===== config.mk =====
export PLATFORM = sky130hd
export DESIGN_NAME = run_sequencer_flat
export DESIGN_NICKNAME = d
export VERILOG_FILES = /design/src/rtl/run_sequencer_if.sv /design/src/rtl/run_sequencer.sv /design/src/flat_wrapper.sv
export SDC_FILE = /design/constraint.sdc
export NUM_CORES = 1
export LEC_CHECK = 0
export ABC_AREA = 1
export BUFFER_PORTS_ARGS = -buffer_cell sky130_fd_sc_hd__buf_2
export CAP_MARGIN = 30
export CELL_PAD_IN_SITES_DETAIL_PLACEMENT = 2
export CELL_PAD_IN_SITES_GLOBAL_PLACEMENT = 2
export CORE_ASPECT_RATIO = 0.6
export CORE_MARGIN = 2
export CORE_UTILIZATION = 33
export DETAILED_ROUTE_END_ITERATION = 12
export PLACE_DENSITY_LB_ADDON = 0.1
export SETUP_SLACK_MARGIN = 0.2
export SLEW_MARGIN = 40
export SYNTH_ARGS = -nofsm -noshare
export SYNTH_HDL_FRONTEND = slang
export SYNTH_SLANG_ARGS = --single-unit

===== constraint.sdc =====
create_clock -name clk -period 2.1 [get_ports clk]
set_input_delay 0 -clock clk [delete_from_list [all_inputs] [get_ports clk]]
set_output_delay 0 -clock clk [all_outputs]
set_load 0.01 [all_outputs]

===== src/rtl/run_sequencer_if.sv =====
// run_sequencer_if -- signal bundle between the run sequencer and its surroundings.
//
// Carries three groups of signals:
//   batch control  : go (request), busy, batch_done
//   processor side : proc_reset, start, ack, prog_sel
//   report channel : run_cycles, run_timeout, result_valid, result_ready
//
// Modports:
//   master : the run_sequencer itself (drives proc_reset/start/report, samples go/ack/ready)
//   slave  : whatever drives go, ack and result_ready (processor wrapper, host, bench)
interface run_sequencer_if #(
  parameter int PROG_W = 2
);
  logic              go;
  logic              busy;
  logic              batch_done;
  logic              proc_reset;
  logic              start;
  logic              ack;
  logic [PROG_W-1:0] prog_sel;
  logic [15:0]       run_cycles;
  logic              run_timeout;
  logic              result_valid;
  logic              result_ready;

  modport master (
    input  go, ack, result_ready,
    output busy, batch_done, proc_reset, start, prog_sel,
           run_cycles, run_timeout, result_valid
  );

  modport slave (
    output go, ack, result_ready,
    input  busy, batch_done, proc_reset, start, prog_sel,
           run_cycles, run_timeout, result_valid
  );
endinterface


===== src/rtl/run_sequencer.sv =====
// run_sequencer -- host-side initiator for the processor start/ack handshake.
//
// Runs NUM_PROGS programs back to back. For each program it holds proc_reset
// for RST_CYCLES cycles, then start for START_CYCLES cycles, then counts RUN
// cycles until ack (or until TIMEOUT cycles elapse) and offers the cycle count
// on a valid/ready report channel. After the last report is accepted it pulses
// batch_done for one cycle and returns to IDLE.
//
// Ports:
//   clk    in  system clock
//   reset  in  asynchronous, active-low reset
//   bus    run_sequencer_if.master:
//            go (in), ack (in), result_ready (in)
//            busy, batch_done, proc_reset, start, prog_sel,
//            run_cycles, run_timeout, result_valid (out, all registered)
module run_sequencer #(
  parameter int NUM_PROGS    = 3,
  parameter int PROG_W       = 2,
  parameter int RST_CYCLES   = 2,
  parameter int START_CYCLES = 4,
  parameter int TIMEOUT      = 4096
) (
  input  logic            clk,
  input  logic            reset,
  run_sequencer_if.master bus
);

  localparam logic [2:0] IDLE = 3'd0;
  localparam logic [2:0] PRST = 3'd1;
  localparam logic [2:0] STRT = 3'd2;
  localparam logic [2:0] RUN  = 3'd3;
  localparam logic [2:0] RPT  = 3'd4;

  localparam logic [15:0]       RST_LAST   = 16'(RST_CYCLES - 1);
  localparam logic [15:0]       START_LAST = 16'(START_CYCLES - 1);
  localparam logic [15:0]       TO_LAST    = 16'(TIMEOUT - 1);
  localparam logic [15:0]       TO_VALUE   = 16'(TIMEOUT);
  localparam logic [PROG_W-1:0] PROG_LAST  = PROG_W'(NUM_PROGS - 1);

  logic [2:0]        state;
  logic [15:0]       counter;
  logic [PROG_W-1:0] prog_sel_q;
  logic [15:0]       run_cycles_q;
  logic              run_timeout_q;
  logic              busy_q;
  logic              proc_reset_q;
  logic              start_q;
  logic              result_valid_q;
  logic              batch_done_q;

  // NOTE: every output is a flop set on the transition into the state that
  // owns it, so go/ack/result_ready never reach an output combinationally.
  assign bus.busy         = busy_q;
  assign bus.batch_done   = batch_done_q;
  assign bus.proc_reset   = proc_reset_q;
  assign bus.start        = start_q;
  assign bus.prog_sel     = prog_sel_q;
  assign bus.run_cycles   = run_cycles_q;
  assign bus.run_timeout  = run_timeout_q;
  assign bus.result_valid = result_valid_q;

  // NOTE: non-blocking assignments throughout, so every branch reads the
  // pre-edge value of counter/prog_sel regardless of statement order.
  always_ff @(posedge clk or negedge reset) begin
    if (!reset) begin
      state          <= IDLE;
      counter        <= '0;
      prog_sel_q     <= '0;
      run_cycles_q   <= '0;
      run_timeout_q  <= 1'b0;
      busy_q         <= 1'b0;
      proc_reset_q   <= 1'b0;
      start_q        <= 1'b0;
      result_valid_q <= 1'b0;
      batch_done_q   <= 1'b0;
    end else begin
      batch_done_q <= 1'b0;
      case (state)
        IDLE: begin
          if (bus.go) begin
            state        <= PRST;
            busy_q       <= 1'b1;
            proc_reset_q <= 1'b1;
            prog_sel_q   <= '0;
            counter      <= '0;
          end
        end
        // ack is deliberately ignored while the processor is held in reset
        // or being started.
        PRST: begin
          if (counter == RST_LAST) begin
            state        <= STRT;
            counter      <= '0;
            proc_reset_q <= 1'b0;
            start_q      <= 1'b1;
          end else begin
            counter <= counter + 16'd1;
          end
        end
        STRT: begin
          if (counter == START_LAST) begin
            state   <= RUN;
            counter <= '0;
            start_q <= 1'b0;
          end else begin
            counter <= counter + 16'd1;
          end
        end
        // counter equals the number of completed ack-free RUN cycles; ack is
        // tested first so it wins over a simultaneous timeout.
        RUN: begin
          if (bus.ack) begin
            state          <= RPT;
            run_cycles_q   <= counter;
            run_timeout_q  <= 1'b0;
            result_valid_q <= 1'b1;
          end else if (counter == TO_LAST) begin
            state          <= RPT;
            run_cycles_q   <= TO_VALUE;
            run_timeout_q  <= 1'b1;
            result_valid_q <= 1'b1;
          end else begin
            counter <= counter + 16'd1;
          end
        end
        RPT: begin
          if (bus.result_ready) begin
            result_valid_q <= 1'b0;
            counter        <= '0;
            if (prog_sel_q == PROG_LAST) begin
              state        <= IDLE;
              busy_q       <= 1'b0;
              batch_done_q <= 1'b1;
            end else begin
              state        <= PRST;
              prog_sel_q   <= prog_sel_q + PROG_W'(1);
              proc_reset_q <= 1'b1;
            end
          end
        end
        default: begin
          state          <= IDLE;
          counter        <= '0;
          busy_q         <= 1'b0;
          proc_reset_q   <= 1'b0;
          start_q        <= 1'b0;
          result_valid_q <= 1'b0;
        end
      endcase
    end
  end

endmodule

===== src/flat_wrapper.sv =====
// flat-port wrapper written by rule: the top's interface ports become plain ports
module run_sequencer_flat 
#(
  parameter int NUM_PROGS    = 3,
  parameter int PROG_W       = 2,
  parameter int RST_CYCLES   = 2,
  parameter int START_CYCLES = 4,
  parameter int TIMEOUT      = 4096
)
  (clk, reset, bus_go, bus_ack, bus_result_ready, bus_busy, bus_batch_done, bus_proc_reset, bus_start, bus_prog_sel, bus_run_cycles, bus_run_timeout, bus_result_valid);
  run_sequencer_if #(.PROG_W(PROG_W)) bus_i ();
  input  logic clk;
  input  logic reset;
  input wire logic [$bits(bus_i.go)-1:0] bus_go;
  input wire logic [$bits(bus_i.ack)-1:0] bus_ack;
  input wire logic [$bits(bus_i.result_ready)-1:0] bus_result_ready;
  output wire logic [$bits(bus_i.busy)-1:0] bus_busy;
  output wire logic [$bits(bus_i.batch_done)-1:0] bus_batch_done;
  output wire logic [$bits(bus_i.proc_reset)-1:0] bus_proc_reset;
  output wire logic [$bits(bus_i.start)-1:0] bus_start;
  output wire logic [$bits(bus_i.prog_sel)-1:0] bus_prog_sel;
  output wire logic [$bits(bus_i.run_cycles)-1:0] bus_run_cycles;
  output wire logic [$bits(bus_i.run_timeout)-1:0] bus_run_timeout;
  output wire logic [$bits(bus_i.result_valid)-1:0] bus_result_valid;
  assign bus_i.go = bus_go;
  assign bus_i.ack = bus_ack;
  assign bus_i.result_ready = bus_result_ready;
  assign bus_busy = bus_i.busy;
  assign bus_batch_done = bus_i.batch_done;
  assign bus_proc_reset = bus_i.proc_reset;
  assign bus_start = bus_i.start;
  assign bus_prog_sel = bus_i.prog_sel;
  assign bus_run_cycles = bus_i.run_cycles;
  assign bus_run_timeout = bus_i.run_timeout;
  assign bus_result_valid = bus_i.result_valid;
  run_sequencer #(.NUM_PROGS(NUM_PROGS), .PROG_W(PROG_W), .RST_CYCLES(RST_CYCLES), .START_CYCLES(START_CYCLES), .TIMEOUT(TIMEOUT)) u_core (.clk(clk), .reset(reset), .bus(bus_i));
endmodule

==> results of run 1 <==
registers in the layout, indices dropped and copies added (netlist names), 2 cells and up:
signal                 cells
u_core.state               3
u_core.counter            16
u_core.bus.run_cycles     16
u_core.bus.prog_sel        2
worst register-to-register path: stages, from the launching register on:
cell,delay [ns]
dfrtp_1,0.48
inv_4,0.16
nand2_2,0.09
nor2_4,0.20
nand2_2,0.19
nand3_2,0.20
inv_4,0.11
nand3_1,0.18
nand2_1,0.08
metrics by stage:
stage | util | std cells
global route | 0.417 | 463
CTS | 0.411 | 460
floorplan | - | 320
global placement | 0.382 | 449
detailed placement | 0.382 | 449
finish | 0.417 | 463
area by class of cell:
| class | instances | area (sq um) | area share |
|---|---|---|---|
| Tap cell | 91 | 114 | 0.0382 |
| Multi-Input combinational cell | 233 | 1130 | 0.380 |
| Timing Repair Buffer | 50 | 329 | 0.110 |
| Inverter | 38 | 153 | 0.0512 |
| Clock buffer | 6 | 139 | 0.0466 |
| Clock inverter | 2 | 35.0 | 0.0117 |
| Sequential cell | 43 | 1080 | 0.362 |
routing by layer:
layer / share of wire / track usage / wire [microns] / vias up
met5: 0 / 0 / 0 / -
met4: 0.0079 / 0.0501 / 72 / 0
met3: 0.038 / 0.0434 / 350 / 8
met2: 0.43 / 0.364 / 3940 / 36
met1: 0.52 / 0.357 / 4780 / 1225
li1: - / - / - / 1139
final timing paths:
| check | from | depth (start not counted) | endpoint | slack (ns) |
|---|---|---|---|---|
| worst max-delay path | u_core.state[2] | 8 | u_core.counter[13] | 0.30 |
| worst min-delay path | reset | 3 | u_core.bus.run_cycles[0] | 0.21 |
| worst max register to register | u_core.state[2] | 8 | u_core.counter[13] | 0.30 |
| worst min register to register | u_core.bus.run_cycles[5] | 2 | u_core.bus.run_cycles[5] | 0.48 |
| max in group asynchronous | reset | 3 | u_core.state[1] | 1.64 |
| min in group clk | bus_go | 6 | u_core.bus.proc_reset | 0.29 |
cells by family (layout without fill, tap and decap cells):
logic type,count (synthesis),after routing
DFF,43,43
and+or+nand+nor,180,180
xor gates and xnor gates,4,4
buffers and inverters,44,96
AOI/OAI and AO/OA,46,46
adders and majority gates,3,3
cells in the final DEF, fill, tap and decap left out, drive strengths merged, types with 4 or more instances in the layout:
master	count
nand2	108
buf	47
dfrtp	43
nor2	39
inv	37
o21ai	30
nand3	19
nand4	11
a31oi	7
clkbuf	6
o2111ai	4
where the power goes:
part / switching [mW] / leakage, nW / internal (mW)
logic: 1.00 / 0.796 / 0.465
registers: 0.181 / 0.580 / 0.977
clock network: 0.348 / 0.0868 / 0.592
total: 1.53 / 1.46 / 2.03
what timing repair did:
| item | in CTS | in global routing |
|---|---|---|
| resized for setup | 5 | 5 |
| hold buffers | 3 | 0 |
| setup buffers | 0 | 3 |
| endpoints found under the hold margin | 45 | 0 |
| setup endpoints to repair | 21 | 27 |
| pin swaps | 0 | 1 |
==> metrics.md, run 1 <==
| Metric | Value |
|---|---|
| Number of synthesized flops with an enable pin | 0 |
| Die width | 114 microns |
| Final ANT Viol Nets | 0 |
| Synthesized Nets | 328 |
| DR WL/cell | 19.7 microns |
| Area contributors post-synth | dfrtp_1 45%, nand2_1 16%, nor2_1 5.3% |
| Largest net degree at the start of global routing | 44 |
| Avg Inst Size Synth | 7.49 sq um |
| Critical path's top delay family | simple AND/OR/NAND/NOR gates |
| Setup-failing EPs final | 0 |
| Post-route cell area | 0.00298 sq mm |
| Most frequent cell after synthesis | nand2_1 |
| Core area | 0.00715 sq mm |
| Fmax | 555 MHz |
| RSZ-0062 raised after global routing | true |
| Total Power | 3.56 mW |
| Skew final | 0.00452 ns |
| Warnings from Yosys | 0 |
| Setup tns final | 0 ns |
| Post-DP HPWL | 6590 microns |
| Synthesized area | 0.00240 sq mm |
| CTS Sinks | 43 |
| Post-synthesis register bit count | 43 |
| Post-synth cell types | 30 |
| Peak supply drop | 0.479 mV |
| LEAKAGE | 1.46 nW |
| Drt pass-1 iters | 4 |
| Gr ovfl total | 0 |
| Crit Path Max Fanout | 12 |
| Drt via density | 5.20 |
| RePlAce Congestion | 0.889 |
| Top-Level Pins | 29 |
| Post-Synth Adder-Cell Area | 0.0157 |
| First-pass GRT wire length | 14400 microns |
| Post-Route WL | 9140 microns |
| Area growth syn-to-layout | 24.4% |
| Mux cell area share after synthesis | 0 |
| Crit path cell chain | inv_4 > nand2_2 > nor2_4 > nand2_2 > nand3_2 > inv_4 > nand3_1 > nand2_1 |
| Largest family of logic cells by synthesized area | simple AND/OR/NAND/NOR gates |
| Die H | 70.0 microns |
| Simple-Gate Fraction of Synth Area | 0.327 |
| Crit. End Element | flip-flop |
| Pre-CTS setup slack | 0.126 ns |
| Seq/Total Area, Yosys | 0.449 |
| Asr flop ratio synth | 1.00 |
| CTS tree | yes |
| Synth Area in Compound Gates | 0.111 |
| Max Cap Violations | 0 |
| Port bufs | 28 |
| Final worst slack | 0.299 ns |
| Layout Nets | 379 |
| Gr usage total | 0.240 |
| Yosys top cell by area | dfrtp_1 |
| Top-area cell type share of the netlist area | 0.449 |
| Minimum clock period | 1.80 ns |
| PD cells | 1190 mW/mm^2 |
| Hold slack final | 0.214 ns |
| Startpoint type of the worst setup path | flip-flop |
| Row cnt | 24 |
| Crit Path Category | flip-flop to flip-flop |
| Worst Path Buf+Inv | 2 |
| Final-layout fill cell count | 842 |
| Hold Vio Cnt, Final | 0 |
| Vias in the first global route | 2639 |
| Max Slew Vio Count | 0 |
| Die area | 0.00798 sq mm |
| Worst-margin pin slew | 0.355 ns |
| # diodes | 0 |
| Outcome | completed |
| Clk buf depth | 2 |
| Area after DPL | 0.00273 sq mm |
| Vias | 2408 |
| Worst Path Required | 2.28 ns |
| Post-Synthesis Cells | 320 |
| Layout cell share with drive strength beyond 1 | 0.210 |
| # DRC | 0 |
| Initial antenna violation count | 0 |
| Num CTS Buffers | 5 |
| Root buf cell | clkbuf_16 |
| H-tree depth | 2 |
| 1st-iter DRT viols | 107 |
| Initial Util | 0.335 |
| Final Cycle Share | 0.858 |
| Clock transition at path regs | 0.06 ns |
| Slew HR | 0.761 |
| HP Class | input pin to async pin |
| Critical Path AT | 1.98 ns |
| Ys flop type | dfrtp_1 |
| Slowest cell on crit path | dfrtp_1 |
| Post-synth top cells | 103 x nand2_1, 43 x dfrtp_1, 34 x nor2_1, 30 x inv_1, 20 x o21ai_0 |
| Max incr delay on CP | 0.48 ns |
| Clock latency on the worst-skew pair | 0.29 ns |
| Xor/xnor share of the synthesized area | 0.0146 |
No activity file was read; power rests on OpenSTA's default activity.
==> inputs of run 2 (changes only) <==
- BUFFER_PORTS_ARGS: -buffer_cell sky130_fd_sc_hd__buf_2 -> -buffer_cell sky130_fd_sc_hd__buf_4
==> run 2 against run 1 <==
Register-to-register slack about the same. Combinational power about the same. Sequential cell count unchanged. Sequential share of layout area decreased by 0.51 points. Wire length decreased by 2.8%. Cell count decreased by 0.86%. Count of clock-buffer cells in the layout decreased by 1. Sequential power about the same. Die area unchanged. Via count decreased by 1.4%. Cell area increased by 1.3%. Non-clock buffer count decreased by 4. Largest cell class unchanged. Largest power group unchanged.
==> metrics.md, run 2 (synthesis results as in run 1) <==
| Metric | Value |
|---|---|
| RSZ-0062 raised after global routing | false |
| Max Slew Vio Count | 0 (unchanged) |
| Area after DPL | 0.00277 sq mm (+1.6%) |
| Clock transition at path regs | 0.06 ns (about the same) |
| Crit. End Element | flip-flop |
| Setup slack, reg-to-reg | 0.30 ns (about the same) |
| RePlAce Congestion | 0.873 (-1.8%) |
| Core area | 0.00715 sq mm (unchanged) |
| Crit path capture | u_core.counter[15] |
| Final Cycle Share | 0.858 (about the same) |
| HP Class | input pin to async pin |
| 1st-iter DRT viols | 110 (+2.8%) |
| Hold Vio Cnt, Final | 0 (unchanged) |
| First-pass GRT wire length | 14100 microns (-1.5%) |
| Outcome | completed |
| Post-route cell area | 0.00302 sq mm (+1.3%) |
| R2r worst-path depth | 10 (+2) |
| # DRC | 0 (unchanged) |
| Slew HR | 0.609 (-0.152) |
| Critical path's top delay family | simple AND/OR/NAND/NOR gates |
| Largest net degree at the start of global routing | 44 (unchanged) |
| Worst Path Buf+Inv | 3 (+1) |
| Top-Level Pins | 29 (unchanged) |
| Gr ovfl total | 0 (unchanged) |
| Crit Path Category | flip-flop to flip-flop |
| Pre-CTS setup slack | 0.208 ns (+0.0822 ns) |
| LEAKAGE | 1.45 nW (-1.1%) |
| PD cells | 1200 mW/mm^2 (+0.54%) |
| CTS Sinks | 43 (unchanged) |
| # diodes | 0 (unchanged) |
| Initial Util | 0.335 (unchanged) |
| Post-Route WL | 8890 microns (-2.8%) |
| Drt pass-1 iters | 4 (unchanged) |
| Port bufs | 28 (unchanged) |
| Reg2reg start | u_core.counter[1] |
| Root buf cell | clkbuf_16 |
| Crit Path Max Fanout | 9 (-3) |
| Most common cell after layout, fill and taps aside | nand2_1 |
| Setup-failing EPs final | 0 (unchanged) |
| Peak supply drop | 0.572 mV (+19%) |
| Die area | 0.00798 sq mm (unchanged) |
| Die width | 114 microns (unchanged) |
| Final-layout fill cell count | 848 (+0.71%) |
| Die H | 70.0 microns (unchanged) |
| CP dominant cell by count | nand3_2 |
| Vias | 2374 (-1.4%) |
| Layout Nets | 375 (-1.1%) |
| Startpoint type of the worst setup path | flip-flop |
| Clk buf depth | 2 (unchanged) |
| Worst-margin pin slew | 0.586 ns (+0.231 ns) |
| H-tree depth | 2 (unchanged) |
| Commonest cells after routing, fill and taps aside | 103 x nand2_1, 43 x buf_4, 42 x dfrtp_1 |
| Drt via density | 5.17 (-0.55%) |
| DR WL/cell | 19.4 microns (-2.0%) |
| Num CTS Buffers | 5 (unchanged) |
| Gr usage total | 0.236 (-0.00422) |
| Final worst slack | 0.298 ns (-0.000485 ns) |
| Final ANT Viol Nets | 0 (unchanged) |
| Vias in the first global route | 2510 (-4.9%) |
| FF-to-FF End | u_core.counter[15] |
| Fmax | 555 MHz (about the same) |
| Post-DP HPWL | 6350 microns (-3.7%) |
| Final Core Density | 0.423 (+0.00543) |
| Clock latency on the worst-skew pair | 0.29 ns (about the same) |
| Minimum clock period | 1.80 ns (+0.000485 ns) |
| Initial antenna violation count | 0 (unchanged) |
| Skew final | 0.00844 ns (+0.00392 ns) |
| CTS tree | yes |
| Max Cap Violations | 0 (unchanged) |
| Max incr delay on CP | 0.44 ns (-0.04 ns) |
| Setup tns final | 0 ns (unchanged) |
| Area growth syn-to-layout | 26.0% |
| Crit path cell chain | ha_4 > inv_1 > nor2_2 > nand2_1 > clkinv_1 > nand3_2 > nand3_2 > buf_4 > nor3_1 > nor2_1 |
| Crit. Startpoint | u_core.counter[1] |
| Layout cell share with drive strength beyond 1 | 0.201 (-0.00859) |
| Total Power | 3.63 mW (+1.8%) |
| Row cnt | 24 (unchanged) |
| Worst Path Required | 2.28 ns (about the same) |
| Slowest cell on crit path | dfrtp_1 |
| Cell depth of the worst setup path | 10 (+2) |
| Critical Path AT | 1.98 ns (about the same) |
run 2: how the worst min path moves through the flow:
stage | endpoint | slack [ns]
final | u_core.bus.run_cycles[0] | 0.26
after global routing | u_core.counter[3] | 0.30
after CTS | u_core.bus.run_cycles[7] | 0.28
after detailed placement | u_core.bus.run_cycles[0] | 0.04
after global placement | u_core.bus.run_cycles[0] | 0.04
after floorplan | u_core.bus.batch_done | -0.30
run 2: what timing repair did:
| item | in CTS | in global routing |
|---|---|---|
| buffers inserted | 0 | 1 |
| resized for setup | 1 | 7 |
| hold endpoints to repair | 45 | 0 |
| pin swaps | 0 | 1 |
| hold buffers | 3 | 0 |
| setup endpoints to repair | 5 | 23 |
run 2: per-stage QoR:
step	hold WS [ns]	instances
floorplan	-0.296	320
global placement	0.0413	447
detailed placement	0.0429	447
CTS	0.276	458
global route	0.304	459
finish	0.256	459
run 2: layer usage:
metal  routed length [microns]  GRT usage
met4                        51     0.0420
met5                         0          0
met3                       681     0.0486
met1                      4370      0.357
met2                      3790      0.350
run 2: worst register-to-register path: cells and delay by family, from the launching register on:
kind | cells | cell delay, ns
adders and majority gates | 1 | 0.21
and+or+nand+nor | 6 | 0.63
DFF | 1 | 0.44
buffers and inverters | 3 | 0.39
run 2: layout make-up:
class | instances | area (sq um) | area share
inverters | 38 | 148 | 0.0489
repair buffers | 46 | 353 | 0.117
clock inverters | 3 | 67.6 | 0.0224
clock buffers | 5 | 125 | 0.0414
flip-flops and latches | 43 | 1080 | 0.357
well taps | 91 | 114 | 0.0377
multi-input cells | 233 | 1140 | 0.376
run 2: power breakdown:
group          internal [mW]  switching [mW]  total [mW]
clock network          0.681           0.340        1.02
logic                  0.483           0.974        1.46
registers              0.976           0.176        1.15
==> inputs of run 3 (changes only) <==
- BUFFER_PORTS_ARGS: -buffer_cell sky130_fd_sc_hd__buf_4 -> not set
- CORE_UTILIZATION: 33 -> 36
- DONT_BUFFER_PORTS: not set -> 1
- SETUP_SLACK_MARGIN: 0.2 -> 0.5
==> run 3 against run 2 <==
Worst hold slack got worse by 0.15 ns. Sequential share of layout area fell by 1.8 points. Non-clock buffer count rose by 2. Cell area rose by 6.9%. Count of clock-buffer cells in the layout did not move. Critical path type unchanged. Largest cell class unchanged. Largest power group unchanged.
==> metrics.md, run 3 (synthesis results as in run 1) <==
| Metric | Value |
|---|---|
| Minimum clock period | 1.76 ns (-0.0378 ns) |
| Root buf cell | clkbuf_8 |
| Setup slack, reg-to-reg | 0.34 ns (+0.04 ns) |
| Hold slack final | 0.104 ns (-0.152 ns) |
| Layout Nets | 377 (+0.53%) |
| Cell-internal power | 1.91 mW (-11%) |
| Die area | 0.00735 sq mm (-8.0%) |
| LEAKAGE | 1.44 nW (-0.30%) |
| Slowest cell on crit path | dfrtp_1 |
| Crit. End Element | flip-flop |
| Crit path cell chain | buf_6 > inv_2 > nor2_4 > buf_6 > nand2_1 > nor2_2 > nand4_1 > nand2_1 > nand2_1 > nor2_1 |
| Drt pass-1 iters | 5 (+1) |
| HP Class | input pin to flip-flop |
| CP dominant cell by count | nand2_1 |
| FF-to-FF End | u_core.counter[15] |
| Vias | 2733 (+15%) |
| DR WL/cell | 28.4 microns (+47%) |
| Clock latency on the worst-skew pair | 0.33 ns (+0.04 ns) |
| R2r worst-path depth | 10 (unchanged) |
| CTS tree | yes |
| Core area | 0.00628 sq mm (-12%) |
| Layout cell share with drive strength beyond 1 | 0.362 (+0.161) |
| Max Slew Vio Count | 0 (unchanged) |
| Fmax | 567 MHz (+2.1%) |
| Outcome | completed |
| Crit. Startpoint | u_core.counter[0] |
| Max incr delay on CP | 0.43 ns (about the same) |
| Top-Level Pins | 29 (unchanged) |
| Row cnt | 22 (-8.3%) |
| Skew final | 0.0147 ns (+0.00625 ns) |
| Hold worst-path end | u_core.bus.run_cycles[12] |
| Setup-failing EPs final | 0 (unchanged) |
| Final-layout fill cell count | 676 (-20%) |
| Die H | 67.2 microns (-4.0%) |
| Drt via density | 6.02 (+16%) |
| Critical Path AT | 2.01 ns (+0.03 ns) |
| Final ANT Viol Nets | 0 (unchanged) |
| Switch Pwr | 1.96 mW (+31%) |
| RePlAce Congestion | 0.825 (-5.5%) |
| 1st-iter DRT viols | 227 (+110%) |
| Max Cap Violations | 0 (unchanged) |
| First-pass GRT wire length | 16700 microns (+18%) |
| Post-DP HPWL | 6790 microns (+7.0%) |
| Initial antenna violation count | 0 (unchanged) |
| Most common cell after layout, fill and taps aside | nand2_1 |
| Worst Path Required | 2.34 ns (+0.06 ns) |
| Vias in the first global route | 2820 (+12%) |
| Commonest cells after routing, fill and taps aside | 91 x nand2_1, 38 x buf_4, 30 x dfrtp_1 |
| RSZ-0062 raised after global routing | true |
| CTS Sinks | 43 (unchanged) |
| Peak supply drop | 0.531 mV (-7.0%) |
| Reg2reg start | u_core.counter[0] |
| Largest net degree at the start of global routing | 44 (unchanged) |
| Hold Crit Start | bus_ack |
| Startpoint type of the worst setup path | flip-flop |
| # DRC | 0 (unchanged) |
| H-tree depth | 2 (unchanged) |
| Clock transition at path regs | 0.10 ns (+0.04 ns) |
| Switch share | 0.506 (+0.0954) |
| Die width | 109 microns (-4.1%) |
| Worst-margin pin slew | 0.361 ns (-0.225 ns) |
| Worst Hold Depth | 4 |
| Hold Vio Cnt, Final | 0 (unchanged) |
| Combinational share of power | 0.535 (+0.134) |
| Num CTS Buffers | 5 (unchanged) |
| Total Power | 3.87 mW (+6.5%) |
| Crit Path Max Fanout | 6 (-3) |
| Post-Route WL | 12900 microns (+45%) |
| Final Cycle Share | 0.840 (-0.0180) |
| Clock Power Share | 0.154 (-0.127) |
| Gr usage total | 0.316 (+0.0801) |
| Clk buf depth | 2 (unchanged) |
| Area growth syn-to-layout | 34.7% |
| Initial Util | 0.382 (+0.0465) |
| Gr ovfl total | 0 (unchanged) |
| Setup tns final | 0 ns (unchanged) |
| # diodes | 0 (unchanged) |
| PD cells | 1200 mW/mm^2 (-0.34%) |
| Slew HR | 0.757 (+0.147) |
| Port bufs | 0 (-100%) |
| Crit Path Category | flip-flop to flip-flop |
| Flop pwr share | 0.311 (-0.006) |
## run 3: cell type report
class	instances	area [sq um]	area share
Clock buffer	5	68.8	0.0213
Clock inverter	3	20.0	0.00620
Inverter	38	170	0.0527
Multi-Input combinational cell	233	1360	0.422
Sequential cell	43	1090	0.338
Tap cell	84	105	0.0325
Timing Repair Buffer	48	409	0.127
## run 3: per-stage QoR
| stage | util | instances | cell area [sq um] | setup slack (ns) |
|---|---|---|---|---|
| final | 0.515 | 454 | 3230 | 0.336 |
| after global routing | 0.515 | 454 | 3230 | 0.256 |
| after CTS | 0.474 | 440 | 2970 | 0.491 |
| after detailed placement | 0.406 | 411 | 2550 | 0.106 |
| after global placement | 0.406 | 411 | 2550 | 0.132 |
| after floorplan | - | 320 | 2400 | 0.506 |
## run 3: layer usage
| layer | track usage | part of all wire | wire [microns] | up-vias |
|---|---|---|---|---|
| met1 | 0.446 | 0.42 | 5460 | 1412 |
| met2 | 0.503 | 0.47 | 6020 | 131 |
| met5 | 0 | 0 | 0 | - |
| met4 | 0.0744 | 0.042 | 545 | 0 |
| li1 | - | - | - | 1143 |
| met3 | 0.0618 | 0.067 | 868 | 47 |
## run 3: power by group through the flow
stage          Sequential, mW  Combinational, mW  Clock, mW
2_1_floorplan            1.14              0.856          0
3_3_place_gp             1.19               1.18          0
3_5_place_dp             1.20               1.24          0
4_1_cts                  1.17               1.58      0.583
5_1_grt                  1.22               2.16      0.622
6_report                 1.20               2.07      0.595
## run 3: repair_timing
item | 4_1_cts | 5_1_grt
hold buffers | 4 | 1
setup buffers | 17 | 13
hold endpoints to repair | 46 | 1
setup endpoints to repair | 40 | 41
resized for setup | 52 | 48
pin swaps | 14 | 12
## run 3: how the worst max path moves through the flow
stage	to	slack (ns)
6_report	u_core.counter[15]	0.34
5_1_grt	u_core.counter[5]	0.26
4_1_cts	u_core.counter[8]	0.49
3_5_place_dp	u_core.bus.run_cycles[10]	0.11
3_3_place_gp	u_core.counter[13]	0.13
2_1_floorplan	u_core.bus.run_timeout	0.51
## run 3: worst max-delay path: cells and delay by family (launching register included)
family	cells	cell delay [ns]
buffers and inverters	3	0.39
AND/OR/NAND/NOR	7	0.86
flip-flops	1	0.43
